<file path="config.mk">
export PLATFORM = sky130hd
export DESIGN_NAME = syfifo_param
export DESIGN_NICKNAME = d
export VERILOG_FILES = /design/src/rtl/syfifo_pkg.sv /design/src/rtl/syfifo_ram.sv /design/src/rtl/syfifo_param.sv
export SDC_FILE = /design/constraint.sdc
export NUM_CORES = 1
export LEC_CHECK = 0
export ABC_CLOCK_PERIOD_IN_PS = 3070
export CORE_ASPECT_RATIO = 0.5
export CORE_MARGIN = 8
export CORE_UTILIZATION = 45
export CTS_BUF_LIST = sky130_fd_sc_hd__clkbuf_4 sky130_fd_sc_hd__clkbuf_8
export CTS_CLUSTER_SIZE = 40
export DETAILED_ROUTE_END_ITERATION = 8
export HOLD_SLACK_MARGIN = 0.06
export MAX_ROUTING_LAYER = met4
export PLACE_DENSITY_LB_ADDON = 0.3
export SLEW_MARGIN = 20
export SYNTH_ARGS = -nofsm -noshare
export SYNTH_HDL_FRONTEND = slang
export SYNTH_SLANG_ARGS = --single-unit
</file>
<file path="constraint.sdc">
create_clock -name clk -period 3.07 [get_ports clk]
set_clock_uncertainty 0.1 [all_clocks]
set_input_delay 0.614 -clock clk [delete_from_list [all_inputs] [get_ports clk]]
set_output_delay 0.614 -clock clk [all_outputs]
set_load 0.1 [all_outputs]
</file>
<file path="src/rtl/syfifo_pkg.sv">
// rtl/syfifo_pkg.sv - shared sizing helper and read-mode constants for the syfifo family
package syfifo_pkg;

  localparam int FWFT_REG  = 0;
  localparam int FWFT_FALL = 1;

  function automatic int clog2(input int n);
    int r;
    r = 0;
    for (int v = 1; v < n; v = v * 2) r++;
    return r;
  endfunction

endpackage

</file>
<file path="src/rtl/syfifo_ram.sv">
// rtl/syfifo_ram.sv - unreset storage array, one synchronous write port, one asynchronous read port
module syfifo_ram #(
  parameter int WIDTH = 8,
  parameter int DEPTH = 16,
  parameter int AW    = 4
) (
  input  logic             clk,
  input  logic             we,
  input  logic [AW-1:0]    w_addr,
  input  logic [WIDTH-1:0] w_data,
  input  logic [AW-1:0]    r_addr,
  output logic [WIDTH-1:0] r_data
);

  logic [WIDTH-1:0] mem [DEPTH];

  always_ff @(posedge clk) begin
    if (we) mem[w_addr] <= w_data;
  end

  assign r_data = mem[r_addr];

endmodule

</file>
<file path="src/rtl/syfifo_param.sv">
// rtl/syfifo_param.sv - parameterised synchronous FIFO with registered flags and error pulses
module syfifo_param
  import syfifo_pkg::*;
#(
  parameter int WIDTH    = 8,
  parameter int DEPTH    = 16,
  parameter int AF_LEVEL = DEPTH - 2,
  parameter int AE_LEVEL = 2,
  parameter int FWFT     = FWFT_REG
) (
  input  logic                    clk,
  input  logic                    rst_n,
  input  logic                    flush,
  input  logic                    wr_en,
  input  logic [WIDTH-1:0]        w_data,
  input  logic                    rd_en,
  output logic [WIDTH-1:0]        r_data,
  output logic                    full,
  output logic                    empty,
  output logic                    almost_full,
  output logic                    almost_empty,
  output logic [clog2(DEPTH):0]   count,
  output logic                    wr_err,
  output logic                    rd_err
);

  localparam int AW = clog2(DEPTH);
  localparam logic [AW:0] DEPTH_C = (AW+1)'(DEPTH);
  localparam logic [AW:0] AF_C    = (AW+1)'(AF_LEVEL);
  localparam logic [AW:0] AE_C    = (AW+1)'(AE_LEVEL);
  localparam logic [AW:0] ONE     = (AW+1)'(1);

  logic [AW:0]      wr_ptr, rd_ptr, wr_ptr_nxt, rd_ptr_nxt, count_nxt;
  logic             wr_acc, rd_acc;
  logic [WIDTH-1:0] ram_q, r_q;

  // A full FIFO may still take a write when the same-cycle read frees a slot.
  always_comb begin
    rd_acc     = rd_en && !empty && !flush;
    wr_acc     = wr_en && (!full || rd_acc) && !flush;
    wr_ptr_nxt = flush ? '0 : (wr_acc ? wr_ptr + ONE : wr_ptr);
    rd_ptr_nxt = flush ? '0 : (rd_acc ? rd_ptr + ONE : rd_ptr);
    count_nxt  = wr_ptr_nxt - rd_ptr_nxt;
  end

  syfifo_ram #(
    .WIDTH (WIDTH),
    .DEPTH (DEPTH),
    .AW    (AW)
  ) u_ram (
    .clk    (clk),
    .we     (wr_acc),
    .w_addr (wr_ptr[AW-1:0]),
    .w_data (w_data),
    .r_addr (rd_ptr[AW-1:0]),
    .r_data (ram_q)
  );

  always_ff @(posedge clk or negedge rst_n) begin
    if (!rst_n) begin
      wr_ptr       <= '0;
      rd_ptr       <= '0;
      count        <= '0;
      full         <= 1'b0;
      empty        <= 1'b1;
      almost_full  <= 1'b0;
      almost_empty <= 1'b1;
      wr_err       <= 1'b0;
      rd_err       <= 1'b0;
      r_q          <= '0;
    end else begin
      wr_ptr       <= wr_ptr_nxt;
      rd_ptr       <= rd_ptr_nxt;
      count        <= count_nxt;
      full         <= (count_nxt == DEPTH_C);
      empty        <= (count_nxt == '0);
      almost_full  <= (count_nxt >= AF_C);
      almost_empty <= (count_nxt <= AE_C);
      wr_err       <= wr_en && !wr_acc && !flush;
      rd_err       <= rd_en && !rd_acc && !flush;
      if (rd_acc) r_q <= ram_q;
    end
  end

  assign r_data = (FWFT == FWFT_FALL) ? (empty ? '0 : ram_q) : r_q;

endmodule

</file>
==> results of run 1 <==
==> final cells by class <==
type                       instances  area, um^2  area share [%]
tap                              192         240            3.17
clock buffer                      19         249            3.29
sequential                       157        4580            60.4
inverter                           6        22.5           0.297
multi-input combinational        158        1670            22.1
timing repair buffer              83         651            8.59
clock inverter                    13         163            2.15
==> layer usage <==
| layer | vias to the layer above | share of wire, % |
|---|---|---|
| li1 | 1495 | - |
| met1 | 1766 | 43 |
| met2 | 95 | 50 |
| met3 | 18 | 6.3 |
| met4 | 0 | 1.5 |
| met5 | - | 0 |
==> state kept, by name (all words and copies together), names as in the netlist, 5 cells and up <==
signal / flops
r_data: 8
rd_ptr: 5
count: 5
u_ram.mem: 128
wr_ptr: 5
==> per-stage QoR <==
stage / power [W] / TNS [ns] / area (um^2) / setup slack, ns
6_report: 0.00571 / 0 / 7570 / 0.102
5_1_grt: 0.00589 / -0.0185 / 7570 / -0.0185
4_1_cts: 0.00571 / -0.0604 / 7520 / -0.0383
3_5_place_dp: 0.00405 / -2.73 / 7020 / -0.607
3_3_place_gp: 0.00401 / -2.01 / 7020 / -0.469
2_1_floorplan: 0.00365 / -0.496 / 6300 / -0.213
==> Yosys cell counts (2+ instances only) <==
master,number
a21o_1,2
a21oi_1,11
buf_1,2
buf_2,3
buf_4,3
clkbuf_1,9
dfrtp_1,27
dfstp_2,2
edfxtp_1,128
ha_1,9
inv_1,6
mux2i_1,16
mux4_2,32
nand2_1,9
nand2b_1,4
nand3b_1,2
nand4_1,2
nor2_1,19
nor2b_1,2
nor3_1,12
o21ai_1,9
or2_1,2
xnor2_1,2
xor2_1,6
==> logic make-up (layout without fill, tap and decap cells) <==
family / Yosys count / after routing / synth area share, %
buf+inv: 24 / 121 / 1.79
simple gates: 62 / 62 / 5.02
mux: 49 / 49 / 14.2
compound gates: 28 / 28 / 2.61
xor+xnor: 9 / 9 / 1.51
flops: 157 / 157 / 72.8
fa+ha+maj: 10 / 10 / 2.11
==> worst max-delay path: stages <==
cell             delay [ns]
clkdlybuf4s50_1        0.55
nand2b_1               0.09
a21oi_1                0.19
nand2_1                0.13
xor2_1                 0.16
nor2_1                 0.17
ha_1                   0.31
a21o_1                 0.20
a31oi_2                0.23
xnor2_2                0.15
nor4_2                 0.27
nor2b_1                0.17
==> worst min path at each step <==
| stage | endpoint | slack, ns |
|---|---|---|
| global placement | r_data[5] | 0.41 |
| finish | r_data[5] | 0.43 |
| CTS | r_data[5] | 0.43 |
| detailed placement | r_data[7] | 0.41 |
| global route | r_data[5] | 0.45 |
| floorplan | almost_full | 0.22 |
==> power by group <==
| group | switching, W | internal, W | total [W] |
|---|---|---|---|
| Combinational | 0.00111 | 0.000473 | 0.00159 |
| Clock | 0.000767 | 0.000826 | 0.00159 |
| Sequential | 0.0000819 | 0.00244 | 0.00252 |
==> timing repair <==
item                       4_1_cts  5_1_grt
pin swaps                        8        4
gates resized for setup         11        5
setup buffers                    7        3
cloned                           0        0
setup endpoints to repair        4        5
==> summary.txt, run 1 <==
CTS buffer count: 17
Filler cells: 1052
Worst-Margin Slew: 0.912 ns
Status: completed
Dpl cells: 586
Post-synth EDFFs: 128
Top post-synthesis cells by area: edfxtp_1, mux4_2, dfrtp_1, mux2i_1, ha_1
Area growth from synthesis to layout: 20.5%
CTS sink cnt: 157
# rows: 30
GRT busiest layer: met2
M3 GR Usage: 4.95%
Crit. Startpoint: wr_en
CP endpoint kind: flop
GRT Residual Overflow: 0
Syn_area_per_cell: 18.5 um^2
Worst hold slack: 0.430 ns
Synth area leader: edfxtp_1
Met2 usage: 24.5%
Top FF cell, synth: edfxtp_1
Longest Clk Path Bufs: 2
Post-route DRC violation count: 0
Top Ports: 32
PD cells: 753 nW/um^2
VDD IR max: 0.341 mV
Chip Height: 99.6 um
Fin crit period: 2.97 ns
Slew HR: 39.0%
Synth Warn #: 0
Core area: 13600 um^2
Fin util: 55.7%
Seq/Total Area, Yosys: 72.8%
Global-route wire length before repair: 20.4 mm
Largest net degree at the start of global routing: 33
Worst setup path class: in -> reg
Worst R2R End: almost_full
Initial core utilization: 46.2%
Drt total wl: 13.4 mm
Synth async-reset ratio: 18.5%
Hold path startpoint: r_data[5]
Vias per std cell: 5.37
Root buffer cell: clkbuf_8
Critical Path RT: 3.35 ns
Worst hold stages: 2
Post-DP HPWL: 8.60 mm
DRT iter0 DRCs: 312
Vias: 3374
Unique masters post-synth: 44
Grt met1 use: 18.8%
Initial antenna violation count: 0
Slew Viols, Final: 0
PortBufs: 31
ANT cells: 0
Most frequent cells in the layout: edfxtp_1, buf_4, mux4_2
R2R Setup Slk: 0.11 ns
Die area: 18200 um^2
Max cap viols: 0
Area fraction of the dominant cell type after synthesis: 61.2%
Leak: 2.65 nW
CTS tree: built
Critical path peak fanout: 4
Worst reg2reg path depth: 11
Final Non-Filler Cells: 628
Commonest non-fill, non-tap cell in the layout: edfxtp_1
Post-Syn Area: 6280 um^2
Post-Synthesis Cells: 339
Syn nets: 362
Gr usage total: 15.6%
Cts hold-fix bufs: 0
Final Hold Fails: 0
HP Class: reg -> reg
RSZ-0062 raised after global routing: yes
Drt pass-1 iters: 4
Nets: 446
Achievable frequency: 0.337 GHz
Htree depth: 4
Wire per inst: 21.3 um
Antenna-violating nets left: 0
Fin crit share: 96.7%
Vias in the first global route: 3608
CTS clk-pin slew, worst paths: 0.08 ns
Crit path DAT: 3.25 ns
Setup-failing EPs final: 0
Setup crit end: empty
Worst-Skew Late Latency: 0.44 ns
Seq cells post-synth: 157
Chip Width: 183 um
FF-to-FF Start: empty
Layout cell share with drive strength beyond 1: 35.6%
Placer Congestion: 0.826
Worst setup SP type: input pin
(Power assumes the default switching activity.)
==> inputs of run 2 (changes only) <==
--- a/config.mk
+++ b/config.mk
@@ -18,4 +18,5 @@
 export SLEW_MARGIN = 20
 export SYNTH_ARGS = -nofsm -noshare
 export SYNTH_HDL_FRONTEND = slang
+export SYNTH_HIERARCHICAL = 1
 export SYNTH_SLANG_ARGS = --single-unit
==> run 2 against run 1 <==
  * Clock power is 5% lower
  * Die area is 0.21% higher
  * Fmax is 1.2% higher
  * Synthesized cell count is 0.29% higher
  * Core utilization is 0.40 points lower
  * Critical endpoint is now almost_empty
  * Largest power group unchanged
==> summary.txt, run 2 <==
DRT iter0 DRCs: 249 (-20%)
Worst hold slack: 0.395 ns (-0.0346 ns)
Gr usage total: 15.4% (-0.17 points)
Nets: 446 (unchanged)
Layout cell share with drive strength beyond 1: 31.9% (-3.7 points)
Longest Clk Path Bufs: 2 (unchanged)
Post-Synthesis Cells: 340 (+0.29%)
M3 GR Usage: 3.71% (-1.2 points)
Area growth from synthesis to layout: 19.7%
PortBufs: 31 (unchanged)
Setup-failing EPs final: 0 (unchanged)
Max cap viols: 0 (unchanged)
Unique masters post-synth: 46 (+4.5%)
Dpl cells: 595 (+1.5%)
Core area: 13600 um^2 (+0.28%)
Status: completed
Fin crit share: 95.5% (-1.2 points)
Seq pwr share: 44.9% (+0.7 points)
Critical Path RT: 3.31 ns (-0.04 ns)
Drt total wl: 13.0 mm (-2.7%)
VDD IR max: 0.360 mV (+5.5%)
Top Ports: 32 (unchanged)
Post-synth EDFFs: 128 (unchanged)
Initial core utilization: 46.2% (about the same)
Drt pass-1 iters: 4 (unchanged)
Seq/Total Area, Yosys: 72.6% (-0.17 points)
Post-route cell area: 7540 um^2 (-0.45%)
CTS tree: built
Worst setup path class: reg -> reg
Most frequent cells in the layout: edfxtp_1, buf_4, nand2_1
Commonest non-fill, non-tap cell in the layout: edfxtp_1
# rows: 30 (unchanged)
Syn nets: 360 (-0.55%)
Slew Viols, Final: 0 (unchanged)
Placed Area: 7060 um^2 (+0.52%)
PD cells: 744 nW/um^2 (-1.2%)
Slew HR: 35.9% (-3.1 points)
GRT Residual Overflow: 0 (unchanged)
Post-place setup slack: -0.587 ns (+0.0195 ns)
Worst-Skew Late Latency: 0.44 ns (about the same)
Psw: 0.00197 W (+0.42%)
Htree depth: 4 (unchanged)
Chip Width: 183 um (+0.11%)
Clock network power share: 27.0% (-0.9 points)
Chip Height: 99.7 um (+0.10%)
ANT cells: 0 (unchanged)
Leak: 2.74 nW (+3.4%)
Combinational Power Share: 28.1% (+0.3 points)
Post-DP HPWL: 8.84 mm (+2.9%)
Filler cells: 1041 (-1.0%)
Met2 usage: 24.1% (-0.40 points)
Synth area leader: edfxtp_1
Crit path DAT: 3.17 ns (-0.08 ns)
Setup WS post-layout: 0.138 ns (+0.0356 ns)
Initial antenna violation count: 0 (unchanged)
Worst-Margin Slew: 0.958 ns (+0.0454 ns)
CP endpoint kind: flop
Fin crit period: 2.93 ns (-0.0356 ns)
Placer Congestion: 0.779 (-5.6%)
Most frequent cell after synthesis: edfxtp_1
Reg with most FFs: u_ram/mem
CTS clk-pin slew, worst paths: 0.08 ns (about the same)
GRT busiest layer: met2
Synth Warn #: 6 (+6)
Final Non-Filler Cells: 631 (+0.48%)
Antenna-violating nets left: 0 (unchanged)
Critical path peak fanout: 6 (+2)
Fin util: 55.3% (-0.40 points)
Wire per inst: 20.6 um (-3.1%)
Achievable frequency: 0.341 GHz (+1.2%)
Syn_area_per_cell: 18.5 um^2 (about the same)
CTS buffer count: 17 (unchanged)
Post-Syn Area: 6300 um^2 (+0.24%)
Vias: 3402 (+0.83%)
Die area: 18300 um^2 (+0.21%)
Vias in the first global route: 3529 (-2.2%)
Vias per std cell: 5.39 (+0.35%)
Top FF cell, synth: edfxtp_1
CTS sink cnt: 157 (unchanged)
RSZ-0062 raised after global routing: yes
Global-route wire length before repair: 20.3 mm (-0.84%)
Area fraction of the dominant cell type after synthesis: 61.0% (-0.15 points)
Root buffer cell: clkbuf_8
Synth async-reset ratio: 18.5% (unchanged)
Top post-synthesis cells by area: edfxtp_1, dfrtp_1, mux4_2, mux4_1, nand2_1
Synth cell count leaders: edfxtp_1, nand2_1, dfrtp_1
Cell-internal power: 0.00364 W (-2.7%)
Post-route DRC violation count: 0 (unchanged)
Worst setup SP type: flop
Sw Share: 35.1% (+0.72 points)
Largest net degree at the start of global routing: 33 (unchanged)
Final Hold Fails: 0 (unchanged)
Grt met1 use: 19.6% (+0.80 points)
Seq cells post-synth: 157 (unchanged)
Max reg flops: 128 (unchanged)
HP Class: reg -> reg
run 2: cell types whose count changed after synthesis, moves of 3 or more:
cell	previous run	this run
o21ai_1	9	0
mux2i_1	16	1
mux4_1	0	14
clkbuf_1	9	2
ha_1	9	6
nand3_1	1	4
nand2_1	9	38
nor3_1	12	4
a22oi_1	0	16
mux4_2	32	18
a21oi_1	11	3
clkdlybuf4s25_2	0	3
run 2: per-stage QoR:
stage                     setup TNS [ns]  total power, W
after floorplan                  -0.0664         0.00369
after global placement            -10.25         0.00405
after detailed placement          -11.76         0.00408
after CTS                         -0.124         0.00562
after global routing             -0.0261         0.00581
final                                  0         0.00561
run 2: area by class of cell:
type                    count  area (um^2)  area share [%]
clock buffers              17          234            3.10
clock inverters            15          156            2.07
inverters                   5         18.8           0.249
multi-input cells         165         1680            22.3
flip-flops and latches    157         4580            60.7
well taps                 192          240            3.19
repair buffers             80          632            8.38
run 2: cells by family (layout without fill, tap and decap cells):
group / Yosys count / count (layout) / synth area share (%)
AOI/OAI and AO/OA: 27 / 27 / 3.20
xor gates and xnor gates: 8 / 8 / 1.37
adders and majority gates: 7 / 7 / 1.51
buffers and inverters: 18 / 117 / 1.91
DFF: 157 / 157 / 72.6
muxes: 34 / 34 / 12.7
and+or+nand+nor: 89 / 89 / 6.75
run 2: worst max-delay path: stages, from the launching register on:
cell	delay, ns
dfstp_4	0.48
buf_4	0.14
nor3b_2	0.16
buf_4	0.16
nand2_1	0.07
xor2_1	0.14
or2_2	0.30
ha_1	0.33
a21o_1	0.22
a31oi_4	0.17
xnor2_2	0.12
buf_4	0.15
a2111oi_4	0.27
run 2: power groups by stage:
stage	Sequential, W	Clock, W	Combinational [W]
6_report	0.00252	0.00151	0.00158
5_1_grt	0.00254	0.00162	0.00165
4_1_cts	0.00252	0.00154	0.00155
3_5_place_dp	0.00257	0	0.00151
3_3_place_gp	0.00256	0	0.00149
2_1_floorplan	0.00328	0	0.000408
run 2: worst paths after layout:
path	end	depth (start not counted)	from	slack [ns]
max reg2reg	almost_empty	12	empty	0.14
min reg2reg	r_data[6]	2	r_data[6]	0.40
min	r_data[6]	2	r_data[6]	0.40
max in group asynchronous	almost_empty	2	rst_n	2.10
max	almost_empty	12	empty	0.14
min in group asynchronous	full	2	rst_n	0.46
run 2: repair_timing:
| item | CTS | global route |
|---|---|---|
| hold endpoints to repair | 0 | 0 |
| resized for setup | 9 | 6 |
| pin swaps | 8 | 4 |
| hold buffers | 0 | 0 |
| setup endpoints to repair | 3 | 5 |
| setup buffers | 2 | 2 |
run 2: per-layer routing:
layer  share of wire [%]  routed length [um]  up-vias
li1                    -                   -     1516
met4                 1.9                 242        0
met2                  49                6320      131
met3                 7.4                 968       21
met5                   0                   0        -
met1                  42                5490     1734
